**config.mk**
```make
export PLATFORM = sky130hd
export DESIGN_NAME = simple_spi_loopback
export DESIGN_NICKNAME = d
export VERILOG_FILES = /design/src/rtl/simple_spi_loopback.sv
export SDC_FILE = /design/constraint.sdc
export NUM_CORES = 1
export LEC_CHECK = 0
export BUFFER_PORTS_ARGS = -buffer_cell sky130_fd_sc_hd__buf_2
export CORE_ASPECT_RATIO = 1.4
export CORE_MARGIN = 5
export CORE_UTILIZATION = 30
export DETAILED_ROUTE_END_ITERATION = 6
export PLACE_DENSITY = 0.5
export SYNTH_ARGS = -nofsm -noshare
export SYNTH_HDL_FRONTEND = slang
export SYNTH_SLANG_ARGS = --single-unit
```
**constraint.sdc**
```tcl
create_clock -name clk -period 4.5 [get_ports clk]
set_input_delay 0.9 -clock clk [delete_from_list [all_inputs] [get_ports clk]]
set_output_delay 0.9 -clock clk [all_outputs]
set_load 0.05 [all_outputs]
```
**src/rtl/simple_spi_loopback.sv**
```systemverilog
// SPI mode-0 loopback: an internal master shifts an incrementing byte sequence
// to an internal slave over a divided sclk; the slave publishes each full byte on dout.
module simple_spi_loopback #(
  parameter int         CLK_DIV = 4,
  parameter logic [7:0] TX_SEED = 8'hA5,
  parameter logic [7:0] TX_STEP = 8'h01
) (
  input  logic       clk,
  input  logic       rst,
  input  logic       tx_enable,
  output logic [7:0] dout
);

  localparam int              DIV_W   = $clog2(CLK_DIV);
  localparam logic [DIV_W-1:0] DIV_MAX = DIV_W'(CLK_DIV - 1);

  typedef enum logic [1:0] {
    S_IDLE = 2'd0,
    S_SEND = 2'd1,
    S_DONE = 2'd2
  } state_t;

  logic [DIV_W-1:0] div_q;
  logic             sclk_q;
  logic             tick;
  logic             rise_tick;
  logic             fall_tick;

  state_t           state_q, state_d;
  logic [7:0]       tx_byte_q;
  logic [7:0]       sh_q;
  logic [2:0]       bitcnt_q;
  logic             cs_n;
  logic             mosi;

  logic [6:0]       rx_q;
  logic [2:0]       rx_cnt_q;
  logic [7:0]       dout_q;

  // sclk is only a data signal; everything below advances on clk qualified by the ticks.
  assign tick      = (div_q == DIV_MAX);
  assign rise_tick = tick & ~sclk_q;
  assign fall_tick = tick &  sclk_q;

  always_ff @(posedge clk or negedge rst) begin
    if (!rst) begin
      div_q  <= '0;
      sclk_q <= 1'b0;
    end else if (tick) begin
      div_q  <= '0;
      sclk_q <= ~sclk_q;
    end else begin
      div_q  <= div_q + 1'b1;
    end
  end

  always_ff @(posedge clk or negedge rst) begin
    if (!rst) state_q <= S_IDLE;
    else      state_q <= state_d;
  end

  always_comb begin
    state_d = state_q;
    if (fall_tick) begin
      case (state_q)
        S_IDLE:  if (tx_enable) state_d = S_SEND;
        S_SEND:  if (bitcnt_q == 3'd7) state_d = S_DONE;
        S_DONE:  state_d = S_IDLE;
        default: state_d = S_IDLE;
      endcase
    end
  end

  always_comb begin
    cs_n = 1'b1;
    mosi = 1'b0;
    if (state_q == S_SEND) begin
      cs_n = 1'b0;
      mosi = sh_q[7];
    end
  end

  always_ff @(posedge clk or negedge rst) begin
    if (!rst) begin
      tx_byte_q <= TX_SEED;
      sh_q      <= '0;
      bitcnt_q  <= '0;
    end else if (fall_tick) begin
      case (state_q)
        S_IDLE: begin
          if (tx_enable) begin
            sh_q     <= tx_byte_q;
            bitcnt_q <= '0;
          end
        end
        S_SEND: begin
          sh_q     <= {sh_q[6:0], 1'b0};
          bitcnt_q <= bitcnt_q + 1'b1;
        end
        S_DONE:  tx_byte_q <= tx_byte_q + TX_STEP;
        default: ;
      endcase
    end
  end

  // The 8th bit goes straight into dout so the byte lands in the same cycle it completes.
  always_ff @(posedge clk or negedge rst) begin
    if (!rst) begin
      rx_q     <= '0;
      rx_cnt_q <= '0;
      dout_q   <= '0;
    end else if (cs_n) begin
      rx_cnt_q <= '0;
    end else if (rise_tick) begin
      rx_q <= {rx_q[5:0], mosi};
      if (rx_cnt_q == 3'd7) begin
        dout_q   <= {rx_q, mosi};
        rx_cnt_q <= '0;
      end else begin
        rx_cnt_q <= rx_cnt_q + 1'b1;
      end
    end
  end

  assign dout = dout_q;

endmodule

```
# Word level (Yosys, flattened, before mapping)
# Cells that the tools add are included.
[word_totals] regBits=42 inputBits=3 word_cells=42
[op_classes] n_addsub=4 n_eq_ne=8 muxes=11 bitwise_logic=3 n_reduce_logical=7
[ops] cell="$pmux 8 s2" count=1
[ops] cell="$mux 3" count=4
[ops] cell="$reduce_and 3->1" count=3
[ops] cell="$add 8x1->8 const B" count=1
[ops] cell="$mux 8" count=1
[ops] cell="$add 3x1->3 const B" count=2
[ops] cell="$eq 3x3->1 const B" count=2
[ops] cell="$mux 2" count=3
[ops] cell="$ne 2x2->1 const B" count=3
[ops] cell="$pmux 3 s2" count=1
[ops] cell="$eq 2x2->1 const B" count=2
[ops] cell="$pmux 2 s2" count=1
[ops] cell="$reduce_and 2->1" count=2
[ops] cell="$add 2x1->2 const B" count=1
[ops] cell="$and 1x1->1" count=2
[ops] cell="$eq 2x1->1 const B" count=1
[ops] cell="$logic_not 2->1" count=1
[ops] cell="$reduce_bool 2->1" count=1
[ops] cell="$not 1->1" count=1

# Depth between registers and ports, before layout
[logic_depth] ltp_word=4 mapped_depth=6 ltp_nobuf=5

# Worst setup path before layout
# OpenSTA, ideal clock, no wires.
[synth_timing] path_kind="in2reg" from="input tx_enable" to="register sh_q[1]" t_arrival_ps=1555 slack_ps=2821 stages=3 n_path_buf=0 cell_sequence="nor2_1 nor3_4 mux2_2"
[synth_via] elab_chain_cells=2
[synth_lines] element="from (decl)" line="10" rtl="input logic tx_enable,"
[synth_lines] element="$ne 2x2->1 (no line)"
[synth_lines] element="$reduce_and 3->1 (no line)"
[synth_lines] element="to (signal assigned)" line="92" rtl="sh_q <= tx_byte_q;"
[synth_lines] element="to (signal assigned)" line="97" rtl="sh_q <= {sh_q[6:0], 1'b0};"
[synth_lines] element="to (decl)" line="31" rtl="logic [7:0] sh_q;"
# No other way between the ends.
# A chain may end at the register's enable or synchronous reset.

# Final worst setup path
[layout_timing] from="register div_q[0]" to="register sh_q[7]"
[layout_via] elab_chain_cells=3
[layout_lines] element="from (decl)" line="23" rtl="logic [DIV_W-1:0] div_q;"
[layout_lines] element="from (signal assigned)" line="53" rtl="div_q <= div_q + 1'b1;"
[layout_lines] element="$eq 2x2->1" line="41" rtl="assign tick = (div_q == DIV_MAX);"
[layout_lines] element="$and 1x1->1" line="43" rtl="assign fall_tick = tick & sclk_q;"
[layout_lines] element="$reduce_and 3->1 (no line)"
# No other way between the ends.

==> flow_summary.ini <==
[final_layout]
post_route_cells_drive_above_1_share_pct = 36.49
layout.cells.most_common = dfrtp_1
fin_nets = 156
layout.cells.most_common_list = dfrtp_1 (38), mux2_2 (30), buf_2 (10)
area.growth.synth_to_final_pct = 11.50
multiInputGateArea_um2 = 762.0
finish.utilization_pct = 34.68
ff_latch_area_um2 = 1056
layout.filler_cells = 609
n_antenna_cell = 0

[floorplan]
chipWidth_um = 76.36
pin_count = 11
num_rows = 33
die-area_um2 = 7857
starting_density_of_the_core_pct = 31.10
core_area_um2 = 5946
chipHeight_um = 102.9

[yosys]
netlist_instances = 134
share_of_yosys_cell_area_claimed_by_the_top_area_cell_type_pct = 51.42
ys_seq_area_share_pct = 57.10
synth.top_cells.by_area = dfrtp_1 (51%), mux2_2 (18%), dfstp_2 (5.7%), ha_1 (4.1%), xnor2_1 (1.9%)
ys_types = 27
post-synth-top-area-cell = dfrtp_1
synth_enable_flop_cells = 0
syn-num-nets = 143
syn-mean-instance-area_um2 = 13.80
synthesis.yosys.warnings = 0
ys_seq_elements = 42
async_flop_share_pct = 100.0
syn-cell-area_um2 = 1849
ys_dominant_reg_cell = dfrtp_1

[grt]
first_global_vias = 1127
grt_start_max_net_pins = 43
global_route_wire_length_before_repair_um = 5016
number_of_antenna_violations_at_the_first_check_in_global_routing = 0
groute.usage.overall_pct = 8.039
globalRouteOverflowTotal = 0

[timing]
finalCritPeriodShare_pct = 40.37
rsz0062_at_grt = false
timing.setup.tns_ns = 0
fin_worst_skew_ns = 0.002509
period_needed_ns = 1.817
max_freq_mhz = 550.5
maxSlewHeadroom_pct = 37.11
setup_viol = 0
final_max_slew_viol_count = 0
worst_hold_slack_ns = 0.4375
finalHoldViolCount = 0
worst-slew-pin-transition_ns = 0.9433

[power]
fin_total_pwr_mw = 0.6722
power_leakage_nw = 1.046
power-per-cell-area_nw_per_um2 = 326.0
ir_drop_uv = 117.0

[detailed_routing]
detail_route.iter0.violations = 23
routed_via_density = 4.771
drt-total-wl_um = 2963
detailedRoute.firstPassIterationCount = 3
top_layer_used = met4
met3_wirelength_um = 116
route.vias.total = 1040
drt_drc_violations_left = 0
antenna_violating_nets_post_route = 0
post_drt_wl_per_cell_um = 13.59
m1WireLength_um = 1322
wire_length_on_met2_um = 1468

[cts]
cts_tree = done
numClockSinks = 42
cts.clk_slew.worst_paths_ns = 0.08
number_of_h_tree_levels = 2
cts_made_buffers = 5
post-cts-setup-buffer-count = 0
clkLatencyLatePin_ns = 0.28
cts_resized = 0
clk_path_buf_depth = 2
clock_tree.root_cell = clkbuf_8
cts_hold_repair.buffers = 0

[setup_path]
worst_path_largest_cell_delay_ns = 0.40
start_kind = register
timing.critical_path.fanout_max = 8
worstPathCellList = ha_1, nand2_1, nor3_4, mux2_2
worst_ep_required_time_ns = 4.67
worst_ep_arrival_time_ns = 1.99
worstSetupEndpointType = register
cp_slowest_cell = nor3_4
worst-setup-path-type = reg -> reg

[placement]
finalWeightedCongestion = 0.6837
portBuffers = 10
dp.final_hpwl_um = 2089

[flow_run]
cap_viol_max_count = 0

[hold_path]
min-delay-path-class = reg -> reg

[outcome]
status = completed
-- per-layer routing --
metal / vias to the layer above / global-route usage [%]
li1: 496 / -
met1: 523 / 8.724
met2: 15 / 14.05
met3: 6 / 2.448
met4: 0 / 4.441
met5: - / 0
-- synth_stat cells (all sizes together), types with 2 or more instances --
library cell / instances
dfrtp: 38
mux2: 30
nand2: 10
nor2: 8
ha: 6
dfstp: 4
o21ai: 4
xnor2: 4
xor2: 4
a22o: 3
buf: 3
mux2i: 3
nor3: 3
nand2b: 2
nand3: 2
nand4: 2
-- area by class of cell --
| type | instances | area share, % |
|---|---|---|
| Clock buffer | 7 | 3.701 |
| Clock inverter | 1 | 1.456 |
| Multi-Input combinational cell | 88 | 36.95 |
| Sequential cell | 42 | 51.21 |
| Tap cell | 70 | 4.248 |
| Timing Repair Buffer | 10 | 2.427 |
-- worst paths after layout --
kind,from,cells past startpoint,slack [ns],end
setup / recovery,div_q[0],4,2.68,sh_q[7]
hold / removal,div_q[0],1,0.44,div_q[0]
hold reg to reg,div_q[0],1,0.44,div_q[0]
setup reg to reg,div_q[0],4,2.68,sh_q[7]
min in group asynchronous,rst,1,0.76,rx_cnt_q[0]
max in group asynchronous,rst,1,3.16,dout[2]
-- critical path, delay by kind of cell, from the launching register on --
family,cells,cell delay [ns]
multiplexers,1,0.38
flip-flops,1,0.36
AND/OR/NAND/NOR,2,0.63
adder cells (fa/ha/maj),1,0.34
-- per-stage QoR --
stage | instances | worst slack (ns) | cell area (um2)
floorplan | 134 | 2.821 | 1849
global placement | 210 | 2.613 | 1956
detailed placement | 210 | 2.571 | 1956
CTS | 218 | 2.672 | 2062
global route | 218 | 2.601 | 2062
finish | 218 | 2.683 | 2062
-- kinds of logic (layout without fill, tap and decap cells) --
group                    count (synthesis)  in the layout  share of synthesized area (%)
AND/OR/NAND/NOR                         33             33                          10.55
XOR/XNOR                                 8              8                          3.789
adder cells (fa/ha/maj)                  6              6                          4.059
AO/OA/AOI/OAI                            8              8                          2.910
buffers and inverters                    4             18                          1.691
multiplexers                            33             33                          19.89
flip-flops                              42             42                          57.10
-- state kept, by name (all words and copies together) (netlist names) --
register	count
sh_q	8
div_q	2
rx_q	7
sclk_q	1
bitcnt_q	3
tx_byte_q	8
state_q	2
rx_cnt_q	3
dout	8
-- report_power, final --
part	internal, mW	total, mW	switching, mW
Sequential	0.377	0.377	0
Combinational	0.000654	0.00825	0.00760
Clock	0.166	0.287	0.121
Note: power is estimated with default switching activity, not from simulation.
